===== config.mk =====
export PLATFORM = sky130hd
export DESIGN_NAME = adc_frame_scheduler
export DESIGN_NICKNAME = d
export VERILOG_FILES = /design/src/rtl/adc_frame_scheduler.sv
export SDC_FILE = /design/constraint.sdc
export NUM_CORES = 1
export LEC_CHECK = 0
export BUFFER_PORTS_ARGS = -buffer_cell sky130_fd_sc_hd__buf_2
export CELL_PAD_IN_SITES_DETAIL_PLACEMENT = 1
export CELL_PAD_IN_SITES_GLOBAL_PLACEMENT = 1
export CORE_ASPECT_RATIO = 1.25
export CORE_UTILIZATION = 45
export CTS_CLUSTER_SIZE = 16
export DETAILED_ROUTE_END_ITERATION = 8
export PLACE_DENSITY_LB_ADDON = 0.2
export SLEW_MARGIN = 20
export SYNTH_ARGS = -nofsm -noshare
export SYNTH_HDL_FRONTEND = slang
export SYNTH_SLANG_ARGS = --single-unit

===== constraint.sdc =====
create_clock -name clk -period 3.65 [get_ports clk]
set_clock_uncertainty 0.2 [all_clocks]
set_input_delay 0.365 -clock clk [delete_from_list [all_inputs] [get_ports clk]]
set_output_delay 0.365 -clock clk [all_outputs]
set_load 0.005 [all_outputs]

===== src/rtl/adc_frame_scheduler.sv =====
// Frame-rate scheduler for an MCP3202 SPI conversion engine: converts channel 0
// then channel 1 (or channel 0 only in mono) each frame and publishes 16-bit PCM.
module adc_frame_scheduler #(
    parameter int SAMPLE_DIV = 1125,
    parameter int TIMEOUT    = 512
) (
    input  logic        clk,
    input  logic        reset,
    input  logic        enable,
    input  logic        mono,
    input  logic        clear_status,
    output logic        conv_start,
    output logic        conv_channel,
    input  logic        conv_done,
    input  logic [11:0] conv_data,
    output logic [15:0] sample_left,
    output logic [15:0] sample_right,
    output logic        sample_valid,
    output logic        overrun,
    output logic        timeout_err
);

    localparam int CNT_W  = $clog2(SAMPLE_DIV);
    localparam int WAIT_W = $clog2(TIMEOUT + 1);
    localparam logic [CNT_W-1:0]  DIV_LAST = CNT_W'(SAMPLE_DIV - 1);
    localparam logic [WAIT_W-1:0] TO_LAST  = WAIT_W'(TIMEOUT - 1);

    typedef enum logic [2:0] {
        IDLE,
        START_L,
        WAIT_L,
        START_R,
        WAIT_R,
        PUBLISH
    } state_t;

    state_t            state_q, state_d;
    logic [CNT_W-1:0]  frame_cnt_q, frame_cnt_d;
    logic [WAIT_W-1:0] wait_cnt_q, wait_cnt_d;
    logic              mono_q, mono_d;
    logic [15:0]       left_q, left_d;
    logic              conv_start_q, conv_start_d;
    logic              conv_channel_q, conv_channel_d;
    logic [15:0]       sample_left_q, sample_left_d;
    logic [15:0]       sample_right_q, sample_right_d;
    logic              sample_valid_q, sample_valid_d;
    logic              overrun_q, overrun_d;
    logic              timeout_err_q, timeout_err_d;

    logic        tick;
    logic        in_wait;
    logic        wait_expired;
    logic        conv_event;
    logic        timeout_hit;
    logic [15:0] capture_pcm;

    // Offset-binary to two's complement: flipping the MSB subtracts mid-scale.
    function automatic logic [15:0] pcm_of(input logic [11:0] d);
        return {~d[11], d[10:0], 4'b0000};
    endfunction

    always_comb begin
        tick         = enable && (frame_cnt_q == '0);
        frame_cnt_d  = (!enable || frame_cnt_q == '0) ? DIV_LAST : frame_cnt_q - CNT_W'(1);
        in_wait      = (state_q == WAIT_L) || (state_q == WAIT_R);
        wait_expired = (wait_cnt_q == TO_LAST);
        conv_event   = in_wait && (conv_done || wait_expired);
        timeout_hit  = in_wait && !conv_done && wait_expired;
        // A timed-out conversion reads as mid-scale, i.e. digital silence.
        capture_pcm  = conv_done ? pcm_of(conv_data) : 16'h0000;
        wait_cnt_d   = in_wait ? wait_cnt_q + WAIT_W'(1) : '0;
    end

    always_comb begin
        // NOTE: every signal gets a default first so no path leaves it unassigned (no latches).
        state_d        = state_q;
        mono_d         = mono_q;
        left_d         = left_q;
        conv_start_d   = 1'b0;
        conv_channel_d = conv_channel_q;
        sample_left_d  = sample_left_q;
        sample_right_d = sample_right_q;
        sample_valid_d = 1'b0;
        overrun_d      = overrun_q && !clear_status;
        timeout_err_d  = timeout_err_q && !clear_status;

        unique case (state_q)
            IDLE: begin
                if (tick) begin
                    state_d        = START_L;
                    mono_d         = mono;
                    conv_start_d   = 1'b1;
                    conv_channel_d = 1'b0;
                end
            end
            START_L: state_d = WAIT_L;
            WAIT_L: begin
                if (conv_event) begin
                    if (mono_q) begin
                        state_d        = PUBLISH;
                        sample_left_d  = capture_pcm;
                        sample_right_d = capture_pcm;
                        sample_valid_d = 1'b1;
                    end else begin
                        state_d        = START_R;
                        left_d         = capture_pcm;
                        conv_start_d   = 1'b1;
                        conv_channel_d = 1'b1;
                    end
                end
            end
            START_R: state_d = WAIT_R;
            WAIT_R: begin
                if (conv_event) begin
                    state_d        = PUBLISH;
                    sample_left_d  = left_q;
                    sample_right_d = capture_pcm;
                    sample_valid_d = 1'b1;
                end
            end
            PUBLISH: state_d = IDLE;
            default: state_d = IDLE;
        endcase

        // Set events override a simultaneous clear.
        if (tick && state_q != IDLE) overrun_d = 1'b1;
        if (timeout_hit)             timeout_err_d = 1'b1;
    end

    // NOTE: sequential state uses non-blocking assignments so all flops update together.
    always_ff @(posedge clk) begin
        if (reset) begin
            state_q        <= IDLE;
            frame_cnt_q    <= DIV_LAST;
            wait_cnt_q     <= '0;
            mono_q         <= 1'b0;
            left_q         <= '0;
            conv_start_q   <= 1'b0;
            conv_channel_q <= 1'b0;
            sample_left_q  <= '0;
            sample_right_q <= '0;
            sample_valid_q <= 1'b0;
            overrun_q      <= 1'b0;
            timeout_err_q  <= 1'b0;
        end else begin
            state_q        <= state_d;
            frame_cnt_q    <= frame_cnt_d;
            wait_cnt_q     <= wait_cnt_d;
            mono_q         <= mono_d;
            left_q         <= left_d;
            conv_start_q   <= conv_start_d;
            conv_channel_q <= conv_channel_d;
            sample_left_q  <= sample_left_d;
            sample_right_q <= sample_right_d;
            sample_valid_q <= sample_valid_d;
            overrun_q      <= overrun_d;
            timeout_err_q  <= timeout_err_d;
        end
    end

    assign conv_start   = conv_start_q;
    assign conv_channel = conv_channel_q;
    assign sample_left  = sample_left_q;
    assign sample_right = sample_right_q;
    assign sample_valid = sample_valid_q;
    assign overrun      = overrun_q;
    assign timeout_err  = timeout_err_q;

endmodule


# After elaboration in Yosys (flattened, before gate mapping)
# Cells that the tools add are included.
dict set report op_classes {
  n_reduce_logical 25
  n_bitwise 3
  muxes 26
  add_sub_neg 2
  n_eq_ne 10
}
# cell count
set op_table {}
lappend op_table {{$mux W16} 5}
lappend op_table {{$pmux W16 S2} 2}
lappend op_table {{$pmux W3 S5} 1}
lappend op_table {{$mux W3} 4}
lappend op_table {{$logic_not A11 Y1} 1}
lappend op_table {{$mux W1} 11}
lappend op_table {{$sub A11 B1 Y11 const B} 1}
lappend op_table {{$add A10 B1 Y10 const B} 1}
lappend op_table {{$eq A10 B9 Y1 const B} 1}
lappend op_table {{$ne A2 B2 Y1 const B} 5}
lappend op_table {{$reduce_and A4 Y1} 2}
lappend op_table {{$logic_and A1 B1 Y1} 7}
lappend op_table {{$eq A3 B2 Y1 const B} 2}
lappend op_table {{$pmux W1 S2} 3}
lappend op_table {{$reduce_and A3 Y1} 2}
lappend op_table {{$reduce_bool A2 Y1} 2}
lappend op_table {{$reduce_or A2 Y1} 2}
lappend op_table {{$eq A3 B1 Y1 const B} 1}
lappend op_table {{$eq A3 B3 Y1 const B} 1}
lappend op_table {{$logic_not A1 Y1} 3}
lappend op_table {{$logic_not A3 Y1} 1}
lappend op_table {{$logic_or A1 B1 Y1} 3}
lappend op_table {{$not A1 Y1} 3}
lappend op_table {{$reduce_bool A3 Y1} 1}
lappend op_table {{$reduce_and A2 Y1} 1}
dict set report word_totals {
  out_inout_bits 37
  input_bits 18
  regBits 78
}

# Longest topological paths before layout
# Gate-level depths: netlist of run 1.
dict set report depth {
  word_depth 5
  depth_mapped 7
  mapped_depth_nobuf 6
}

# Worst setup path after synthesis of run 1
# Ideal clock, no wire load.
dict set report synth_path {
  path_type {register to register}
  start {register wait_cnt_q[0]}
  end {register left_q[10]}
  path_stages_with_launch 8
  setup_slack_ns 1.797
  n_path_buf 2
  arrival_time_ns 1.525
  setup_time_ns 0.127
  cell_sequence {dfxtp_1 -> ha_1 -> nand4_2 -> o31ai_2 -> buf_6 -> a21oi_1 -> buf_4 -> o2bb2ai_1}
}
dict set report synth_between {
  elab_chain_cells 4
}
# item line_no
set synth_lines {}
lappend synth_lines {{start: declaration} 39} ;# logic [WAIT_W-1:0] wait_cnt_q, wait_cnt_d;
lappend synth_lines {{start signal: assignment} 148} ;# wait_cnt_q <= wait_cnt_d;
lappend synth_lines {{$eq A10 B9 Y1} 66} ;# wait_expired = (wait_cnt_q == TO_LAST);
lappend synth_lines {{$logic_or A1 B1 Y1} 67} ;# conv_event = in_wait && (conv_done || wait_expired);
lappend synth_lines {{$logic_and A1 B1 Y1} 67}
lappend synth_lines {{$reduce_and A3 Y1 (no source line)} -}
lappend synth_lines {{end signal: assignment} 150} ;# left_q <= left_d;
lappend synth_lines {{end: declaration} 41} ;# logic [15:0] left_q, left_d;
# Every way passes these cells.
# A chain may end at the register's enable or synchronous reset.

# Final worst setup path of run 1
dict set report layout_path {
  start {register state_q[2]}
  end {register sample_right_q[9] (netlist: sample_right[9])}
}
dict set report layout_between {
  elab_chain_cells 5
}
# item line_no
set layout_lines {}
lappend layout_lines {{start: declaration} 37} ;# state_t state_q, state_d;
lappend layout_lines {{start signal: assignment} 146} ;# state_q <= state_d;
lappend layout_lines {{$eq A3 B2 Y1 or $eq A3 B3 Y1 (tied branches)} {65, 87}}
lappend layout_lines {{$logic_or A1 B1 Y1} 65} ;# in_wait = (state_q == WAIT_L) || (state_q == WAIT_R);
lappend layout_lines {{$logic_and A1 B1 Y1} 67}
lappend layout_lines {{$ne A2 B2 Y1 (no source line)} -}
lappend layout_lines {{$reduce_and A4 Y1 (no source line)} -}
lappend layout_lines {{end signal: assignment} 154} ;# sample_right_q <= sample_right_d;
lappend layout_lines {{end: declaration} 45} ;# logic [15:0] sample_right_q, sample_right_d;
# Parallel ways exist; a longest one is shown, timed or not.

==> results of run 1 <==
-- final cells by class --
| type | count | area (µm²) | area share |
|---|---|---|---|
| Timing Repair Buffer | 49 | 252.7 | 0.07675 |
| Sequential cell | 66 | 1321 | 0.4012 |
| Tap cell | 85 | 106.4 | 0.03229 |
| Clock inverter | 6 | 90.09 | 0.02736 |
| Inverter | 6 | 22.52 | 0.006839 |
| Clock buffer | 10 | 137.6 | 0.04179 |
| Multi-Input combinational cell | 207 | 1363 | 0.4138 |
-- path summary, 6_finish.rpt --
path	slack, ns	depth (start not counted)	to
worst max-delay path	1.09	5	sample_right[9]$_SDFFE_PP0P_
worst min-delay path	0.08	3	mono_q$_SDFFE_PP0P_
worst max register to register	1.09	5	sample_right[9]$_SDFFE_PP0P_
worst min register to register	0.27	1	wait_cnt_q[0]$_SDFF_PP0_
-- layout by cell type, fill, tap and decap left out, types with 5 or more instances in the layout --
master	Yosys	layout
conb_1	1	8
a311oi_2	5	5
buf_2	5	46
xnor2_1	5	5
nor2_1	26	26
a32o_1	12	12
nand2_1	25	25
nand3_1	30	30
a21oi_1	13	13
inv_1	6	6
clkbuf_8	8	10
dfxtp_1	66	66
o2bb2ai_1	11	11
xor2_1	11	11
a21oi_2	6	6
a311oi_1	7	7
-- power groups by stage --
stage               Clock, W  Sequential (W)  Combinational [W]
finish              0.000697        0.000727          0.0000666
global route        0.000740        0.000727          0.0000750
CTS                 0.000709        0.000727          0.0000668
detailed placement         0        0.000744          0.0000658
global placement           0        0.000743          0.0000650
floorplan                  0        0.000743          0.0000554
-- per-stage QoR --
stage               std cells  instance area, µm²  worst slack (ns)   power, W  hold WS (ns)
finish                    429                3293             1.095   0.001491       0.08470
global route              429                3293            0.9230   0.001543       0.09652
CTS                       429                3293             1.121   0.001503       0.07888
detailed placement        413                3065             1.164  0.0008097        0.2458
global placement          413                3065             1.218  0.0008085        0.2431
floorplan                 307                2960             1.797  0.0007983        0.2254
-- tightest hold or removal path, stage by stage --
cell and delay [ns]:
buf_2 0.08, mux2i_1 0.06, nor2_1 0.07
-- state kept, by name, summed over array words and instances (netlist names), 3 cells and up --
| register | count |
|---|---|
| state_q | 3 |
| sample_left | 12 |
| frame_cnt_q | 11 |
| left_q | 12 |
| sample_right | 12 |
| wait_cnt_q | 10 |
-- per-layer routing --
layer | vias to the layer above | share of wire | track usage
met5 | - | 0 | 0
li1 | 1143 | - | -
met3 | 10 | 0.030 | 0.04066
met2 | 49 | 0.51 | 0.3841
met1 | 1163 | 0.45 | 0.2831
met4 | 0 | 0.015 | 0.09277
-- cell usage after synthesis (all sizes together) --
| master | number |
|---|---|
| conb | 1 |
| nand3b | 4 |
| ha | 3 |
| a311oi | 12 |
| nand2 | 25 |
| nand4b | 1 |
| or3 | 2 |
| a32o | 12 |
| a211oi | 2 |
| buf | 16 |
| o31ai | 1 |
| dlygate4sd1 | 1 |
| a32oi | 1 |
| nand4 | 4 |
| nand3 | 30 |
| nor4b | 1 |
| nand2b | 4 |
| a21oi | 19 |
| and4 | 1 |
| and3 | 2 |
| nor3 | 4 |
| o21ai | 4 |
| o2bb2ai | 11 |
| nor2b | 3 |
| a31oi | 1 |
| xor2 | 11 |
| inv | 6 |
| nor2 | 26 |
| nor3b | 1 |
| a22o | 1 |
| clkbuf | 11 |
| mux2i | 1 |
| xnor2 | 5 |
| nor4 | 2 |
| a21o | 1 |
| a21boi | 1 |
| dfxtp | 66 |
| or4 | 1 |
| and2 | 2 |
-- cell families after synthesis --
| group | Yosys count | synth area share |
|---|---|---|
| compound gates | 66 | 0.1919 |
| xor+xnor | 16 | 0.04776 |
| fa+ha+maj | 3 | 0.01279 |
| buf+inv | 34 | 0.09424 |
| flops | 66 | 0.4503 |
| mux | 1 | 0.003412 |
| other cells | 1 | 0.001278 |
| simple gates | 113 | 0.1983 |
==> flow_metrics.tcl, run 1 <==
set metrics [dict create \
    period_share 0.7001 \
    crit_path_cell_trace "nand2b_1, a21oi_2, buf_4, and2_1, a32o_1" \
    dr.pass1.iters 6 \
    grt_pass1_vias 2398 \
    fin_crit_ns 2.555 \
    swShare 0.2300 \
    ys_ff_latch 66 \
    ys_seq_area_frac 0.4503 \
    start_util 0.4698 \
    vias 2365 \
    critPathLaunch "state_q[2]$_SDFFE_PP0P_" \
    core_area_um2 6246 \
    critPathSlowestCell "dfxtp_1" \
    status "complete, no violations" \
    postCtsHoldBufs 0 \
    p_per_area_nw_per_um2 452.7 \
    worst-path-max-fanout 22 \
    p_clk_frac 0.468 \
    fillers 753 \
    grt_pass1_wl_mm 11.85 \
    die_w_um 74.22 \
    drcViolationCount 0 \
    r2r_start "state_q[2]$_SDFFE_PP0P_" \
    die-area_um2 6849 \
    cts.sinks 66 \
    track_usage 0.2286 \
    grt_remaining_overflow 0 \
    rsz0062_at_grt "false" \
    critical_path.max_stage_delay_ns 0.85 \
    synth_top_cell_area_share 0.4503 \
    cts_tree "built" \
    syn_inst 300 \
    num_antenna_cells 0 \
    synthTopCellsByArea "dfxtp_1, nand3_1, a32o_1, clkbuf_8, nor2_1" \
    arrival_ns 2.63 \
    cp_data_required_time_ns 3.73 \
    yosysTopAreaCell "dfxtp_1" \
    drtAntennaViolNets 0 \
    p_switching_w 0.0003429 \
    finalSetupTns_ns 0 \
    fin_util 0.5272 \
    gp_congestion 0.7218 \
    crit_buf_inv 1 \
    io_buffers 46 \
    leakage_nw 1.252 \
    final_max_slew_viol_count 0 \
    vdd_ir_drop_max_mv 0.3010 \
    cts_buffers 9 \
    routedWlPerCell_um 16.45 \
    max_freq_mhz 391.4 \
    ctsResizeCount 0 \
    post_cts_buffers 0 \
    p_comb_frac 0.045 \
    cts-root-buf "clkbuf_8" \
    clockBufferDepth 2 \
    worstSetupPathType "register to register" \
    grt_max_degree 36 \
    row_count 32 \
    antenna_found_initial 0 \
    setup.worst_path.end_class "register" \
    dp_hpwl_mm 4.728 \
    htreeDepth 3 \
    max_cap_viol_count 0 \
    setup_viol 0 \
    die_y_um 92.28 \
    drtIter0Drc 100 \
    yosys_warnings 0 \
    drt_wl_total_mm 7.057 \
    synthDistinctLibCells 52 \
    via_per_inst 5.513 \
    drive_above_1_share 0.2471 \
    min_from "mono" \
    syn2layout_area_growth_pct 12.24 \
    tightest_slew_ns 1.179 \
    clock_latency_ns 0.34 \
    critPathTopFamily "flip-flops" \
    layout.nets 360 \
    clkTransAtPathRegs_ns 0.07 \
    ios 55 \
    hp-class "input pin to register" \
    synth.avg_cell_area_um2 9.780 \
    slew_headroom 0.2142 \
    worstSetupStartpointType "register" \
    hold_viol 0 \
    power_frac_seq 0.488 \
    netlist_area_um2 2934 \
    p_int_w 0.001148 \
]
Note: power is estimated with default switching activity, not from simulation.
==> run 2: changes to the inputs <==
--- a/config.mk
+++ b/config.mk
@@ -9,7 +9,7 @@
 export CELL_PAD_IN_SITES_DETAIL_PLACEMENT = 1
 export CELL_PAD_IN_SITES_GLOBAL_PLACEMENT = 1
 export CORE_ASPECT_RATIO = 1.25
-export CORE_UTILIZATION = 45
+export CORE_UTILIZATION = 38
 export CTS_CLUSTER_SIZE = 16
 export DETAILED_ROUTE_END_ITERATION = 8
 export PLACE_DENSITY_LB_ADDON = 0.2
==> constraint.sdc (replaced) <==
create_clock -name clk -period 2.15 [get_ports clk]
set_clock_uncertainty 0.2 [all_clocks]
set_input_delay 0.215 -clock clk [delete_from_list [all_inputs] [get_ports clk]]
set_output_delay 0.215 -clock clk [all_outputs]
set_load 0.005 [all_outputs]
==> run 2 against run 1 <==
Count of clock-buffer cells in the layout is 1 lower. Clock power is 68% higher. Via count is 3.5% higher. Register-to-register slack worse by 0.94 ns. Global-route usage is 3.2 points lower. Fmax is 28% higher. Die area is 18% higher. Final area is 8.0% higher. Routed wire length is 1.9% higher. Sequential share of layout area is 3.0 points lower. Sequential cell count stayed put. Critical path type unchanged. Critical endpoint is now sample_left[8]$_SDFFE_PP0P_. Largest power group unchanged. Highest routed layer unchanged.
==> flow_metrics.tcl, run 2 (synthesis gave the netlist of run 1 again) <==
set metrics [dict create \
    status "complete, no violations" \
    drtAntennaViolNets 0 \
    drt_wl_total_mm 7.193 \
    io_buffers 46 \
    r2r_start "wait_cnt_q[0]$_SDFF_PP0_" \
    setup.worst_path.end_class "register" \
    row_count 35 \
    p_int_w 0.001948 \
    min_to "sample_left[15]$_SDFFE_PP0P_" \
    leakage_nw 1.382 \
    htreeDepth 3 \
    layout.nets 387 \
    rsz0062_at_grt "false" \
    vias 2448 \
    via_per_inst 5.287 \
    dp_cells 432 \
    clkTransAtPathRegs_ns 0.07 \
    critPathTopFamily "compound AO/OA/AOI/OAI gates" \
    syn2layout_area_growth_pct 21.24 \
    critPathLaunch "wait_cnt_q[0]$_SDFF_PP0_" \
    grt_remaining_overflow 0 \
    track_usage 0.1968 \
    ios 55 \
    antenna_found_initial 0 \
    drive_above_1_share 0.2695 \
    tightest_slew_ns 0.6690 \
    die_w_um 80.60 \
    core_area_um2 7445 \
    max_cap_viol_count 0 \
    hp-class "input pin to register" \
    p_clk_frac 0.460 \
    cp_data_required_time_ns 2.16 \
    grt_pass1_wl_mm 11.99 \
    crit_buf_inv 1 \
    fin_crit_ns 1.991 \
    hold_depth 4 \
    grt_max_degree 35 \
    grt_pass1_vias 2529 \
    layout.cells.non_filler 463 \
    swShare 0.2367 \
    dp_hpwl_mm 5.111 \
    die-area_um2 8079 \
    arrival_ns 2.01 \
    final_cell_mix "dfxtp_1, buf_2, nand3_1, nor2_1, nand2_1" \
    post_cts_buffers 0 \
    cts_buffers 9 \
    rrSetupSlack_ns 0.16 \
    p_comb_frac 0.056 \
    p_per_area_nw_per_um2 717.3 \
    num_antenna_cells 0 \
    critPathSlowestCell "dfxtp_1" \
    period_share 0.9262 \
    slew_headroom 0.5510 \
    critical_path.max_stage_delay_ns 0.38 \
    worstSetupStartpointType "register" \
    p_switching_w 0.0006039 \
    crit_path_cell_trace "ha_1, nand4_2, o31ai_4, buf_4, and2_4, a311oi_1" \
    start_util 0.3941 \
    cts.sinks 66 \
    routedWlPerCell_um 15.54 \
    grt_busiest_layer "met2" \
    cts_tree "built" \
    power_frac_seq 0.484 \
    dr.pass1.iters 4 \
    max_freq_mhz 502.2 \
    setup_viol 0 \
    r2r_end "sample_left[8]$_SDFFE_PP0P_" \
    rr_worst_depth 6 \
    clock_latency_ns 0.35 \
    hold_viol 0 \
    min_from "conv_data[11]" \
    worst-path-max-fanout 12 \
    vdd_ir_drop_max_mv 0.4459 \
    met2_usage 0.3383 \
    drtIter0Drc 78 \
    grt_use_met1 0.2263 \
    gp_congestion 0.7452 \
    drcViolationCount 0 \
    clockBufferDepth 2 \
    cts-root-buf "clkbuf_8" \
    grtUsageMet3 0.04818 \
    timing.hold.ws_ns 0.08073 \
    final_max_slew_viol_count 0 \
    finalSetupTns_ns 0 \
    final_common_cell "dfxtp_1" \
    worstSetupPathType "register to register" \
    die_y_um 100.2 \
]
==> run 2: cell type report <==
class                           instances  area (µm²)
Fill cell                             882        3887
Multi-Input combinational cell        207        1381
Sequential cell                        66        1321
Timing Repair Buffer                   76       493.0
Clock buffer                            9       123.9
Tap cell                               92       115.1
Clock inverter                          7       100.1
Inverter                                6       22.52
==> run 2: through the flow <==
stage | power [W] | worst slack (ns) | area (µm²) | utilization
5_1_grt | 0.002662 | 0.05389 | 3557 | 0.4778
3_3_place_gp | 0.001380 | 0.09756 | 3164 | 0.4250
2_1_floorplan | 0.001355 | 0.2974 | 2960 | -
6_report | 0.002552 | 0.1588 | 3557 | 0.4778
4_1_cts | 0.002591 | 0.008096 | 3540 | 0.4755
3_5_place_dp | 0.001385 | 0.03371 | 3164 | 0.4250
==> run 2: routing by layer <==
| layer | vias up | routed length, µm |
|---|---|---|
| li1 | 1196 | - |
| met1 | 1193 | 3149 |
| met2 | 48 | 3653 |
| met3 | 11 | 268 |
| met4 | 0 | 123 |
| met5 | - | 0 |
==> run 2: worst min-delay path, cell delays in order <==
cell      delay [ns]
buf_2           0.10
nor2_1          0.09
nand2_1         0.09
a311oi_2        0.09
==> run 2: power groups by stage <==
stage / Clock [W] / Combinational, W / Sequential [W]
CTS: 0.00121 / 0.000143 / 0.00123
global route: 0.00127 / 0.000158 / 0.00123
global placement: 0 / 0.000118 / 0.00126
finish: 0.00117 / 0.000143 / 0.00123
floorplan: 0 / 0.0000941 / 0.00126
detailed placement: 0 / 0.000122 / 0.00126
==> run 2: worst max-delay path by stage <==
| stage | to | slack [ns] | depth (start not counted) |
|---|---|---|---|
| global placement | left_q[15]$_SDFFE_PP0P_ | 0.1 | 5 |
| CTS | sample_right[15]$_SDFFE_PP0P_ | 0.008 | 5 |
| floorplan | left_q[10]$_SDFFE_PP0P_ | 0.30 | 7 |
| global route | sample_left[8]$_SDFFE_PP0P_ | 0.05 | 6 |
| detailed placement | sample_right[15]$_SDFFE_PP0P_ | 0.03 | 5 |
| finish | sample_left[8]$_SDFFE_PP0P_ | 0.16 | 6 |
==> run 2: timing repair <==
action                                  4_1_cts  5_1_grt
endpoints found under the hold margin        32        0
hold buffers                                 15        0
gates resized for setup                       1        3
endpoints found under the setup margin        1       13
==> run 3: changes to the inputs <==
--- a/config.mk
+++ b/config.mk
@@ -9,9 +9,11 @@
 export CELL_PAD_IN_SITES_DETAIL_PLACEMENT = 1
 export CELL_PAD_IN_SITES_GLOBAL_PLACEMENT = 1
 export CORE_ASPECT_RATIO = 1.25
-export CORE_UTILIZATION = 38
+export CORE_UTILIZATION = 39
+export CTS_BUF_LIST = sky130_fd_sc_hd__clkbuf_8
 export CTS_CLUSTER_SIZE = 16
 export DETAILED_ROUTE_END_ITERATION = 8
+export GPL_TIMING_DRIVEN = 0
 export PLACE_DENSITY_LB_ADDON = 0.2
 export SLEW_MARGIN = 20
 export SYNTH_ARGS = -nofsm -noshare
==> run 3 against run 2 <==
Clock power about the same. Sequential power about the same. Hold slack worse by 0.021 ns. Routed wire length up 8.8%. Count of clock-buffer cells in the layout unchanged. Fmax up 1.1%. Sequential share of layout area down 1.2 points. Final cell count up 2.8%. Largest cell class unchanged. Sequential cell count unchanged.
==> flow_metrics.tcl, run 3 (synthesis gave the netlist of run 1 again) <==
set metrics [dict create \
    setup.worst_path.end_class "register" \
    die_w_um 79.58 \
    final_cell_mix "dfxtp_1, buf_2, nand3_1, nor2_1, nand2_1" \
    hp-class "input pin to register" \
    final_common_cell "dfxtp_1" \
    leakage_nw 1.463 \
    multi_input_area_um2 1374 \
    syn2layout_area_growth_pct 25.46 \
    start_util 0.4012 \
    track_usage 0.2130 \
    cp_data_required_time_ns 2.16 \
    drcViolationCount 0 \
    layout.nets 400 \
    row_count 35 \
    p_per_area_nw_per_um2 690.6 \
    arrival_ns 1.98 \
    max_freq_mhz 507.8 \
    ios 55 \
    tightest_slew_ns 0.7286 \
    max_cap_viol_count 0 \
    dr.pass1.iters 5 \
    dp_hpwl_mm 5.238 \
    gp_congestion 0.7481 \
    worstSetupPathType "register to register" \
    clockBufferDepth 2 \
    cts_buffers 9 \
    grt_max_degree 12 \
    fin_crit_ns 1.969 \
    grt_pass1_vias 2550 \
    io_buffers 45 \
    timing.hold.ws_ns 0.05943 \
    drt_wl_total_mm 7.826 \
    htreeDepth 3 \
    grt_pass1_wl_mm 12.64 \
    routedWlPerCell_um 16.44 \
    cts.sinks 66 \
    setup_viol 0 \
    cts_tree "built" \
    place_ws_ns -0.01071 \
    final-seq-area_um2 1323 \
    rsz0062_at_grt "false" \
    drtAntennaViolNets 0 \
    worstSetupStartpointType "register" \
    die-area_um2 7876 \
    vdd_ir_drop_max_mv 0.3807 \
    die_y_um 98.98 \
    worst-path-max-fanout 10 \
    crit_path_cell_trace "ha_2, nand4_2, o31ai_4, buf_6, a21oi_1, buf_4, o2bb2ai_1" \
    core_area_um2 7313 \
    critPathSlowestCell "dfxtp_1" \
    vias 2502 \
    drive_above_1_share 0.2760 \
    via_per_inst 5.256 \
    antenna_found_initial 0 \
    final_max_slew_viol_count 0 \
    status "complete, no violations" \
    clkTransAtPathRegs_ns 0.08 \
    slew_headroom 0.5110 \
    hold_viol 0 \
    grt_remaining_overflow 0 \
    drtIter0Drc 98 \
    period_share 0.9159 \
    fillers 877 \
    final.setup.worst_slack_ns 0.1809 \
    critical_path.max_stage_delay_ns 0.35 \
    num_antenna_cells 0 \
    cts-root-buf "clkbuf_8" \
    clock_latency_ns 0.34 \
]
==> run 3: worst max-delay path: cells and delay by family, from the launching register on <==
family,cells,cell delay [ns]
compound gates,3,0.51
buf+inv,2,0.39
flops,1,0.35
fa+ha+maj,1,0.23
simple gates,1,0.15
==> run 3: metrics by stage <==
| stage | total power [W] | utilization | cells | TNS, ns | area [µm²] |
|---|---|---|---|---|---|
| floorplan | 0.001355 | - | 307 | 0 | 2960 |
| global placement | 0.001406 | 0.4513 | 444 | 0 | 3301 |
| detailed placement | 0.001408 | 0.4513 | 444 | -0.02703 | 3301 |
| global route | 0.002642 | 0.5033 | 476 | 0 | 3681 |
| finish | 0.002542 | 0.5033 | 476 | 0 | 3681 |
| CTS | 0.002562 | 0.5018 | 475 | 0 | 3670 |
==> run 3: what timing repair did <==
item / 4_1_cts / 5_1_grt
cloned: 0 / 0
hold buffers: 15 / 0
resized for setup: 1 / 2
setup buffers: 0 / 1
pin swaps: 0 / 1
hold endpoints to repair: 33 / 0
setup endpoints to repair: 10 / 19
==> run 3: power breakdown <==
part           switching [W]  internal, W  leakage [nW]  total, W
combinational      0.0000914    0.0000782         0.814  0.000170
clock               0.000496     0.000643         0.116   0.00114
sequential        0.00000689      0.00123         0.533   0.00123
==> run 3: worst paths after layout <==
path         slack (ns)                      from  depth (start not counted)                           end
max                0.18  wait_cnt_q[1]$_SDFF_PP0_                          7        left_q[6]$_SDFFE_PP0P_
min                0.06             conv_data[11]                          4  sample_left[15]$_SDFFE_PP0P_
min reg2reg        0.24  wait_cnt_q[0]$_SDFF_PP0_                          1      wait_cnt_q[0]$_SDFF_PP0_
max reg2reg        0.18  wait_cnt_q[1]$_SDFF_PP0_                          7        left_q[6]$_SDFFE_PP0P_
==> run 3: routing by layer <==
| layer | share of wire | global-route usage | wire, µm | vias up |
|---|---|---|---|---|
| li1 | - | - | - | 1226 |
| met1 | 0.42 | 0.2504 | 3279 | 1202 |
| met2 | 0.51 | 0.3596 | 3997 | 57 |
| met3 | 0.044 | 0.04074 | 341 | 17 |
| met4 | 0.027 | 0.1147 | 208 | 0 |
| met5 | 0 | 0 | 0 | - |
==> run 3: area by class of cell <==
cell class                      count  area share
Multi-Input combinational cell    207      0.3732
Buffer                             28     0.06900
Sequential cell                    66      0.3593
Clock inverter                      7     0.02345
Clock buffer                        9     0.03365
Inverter                            6    0.006118
Tap cell                           92     0.03127
Timing Repair Buffer               61      0.1040
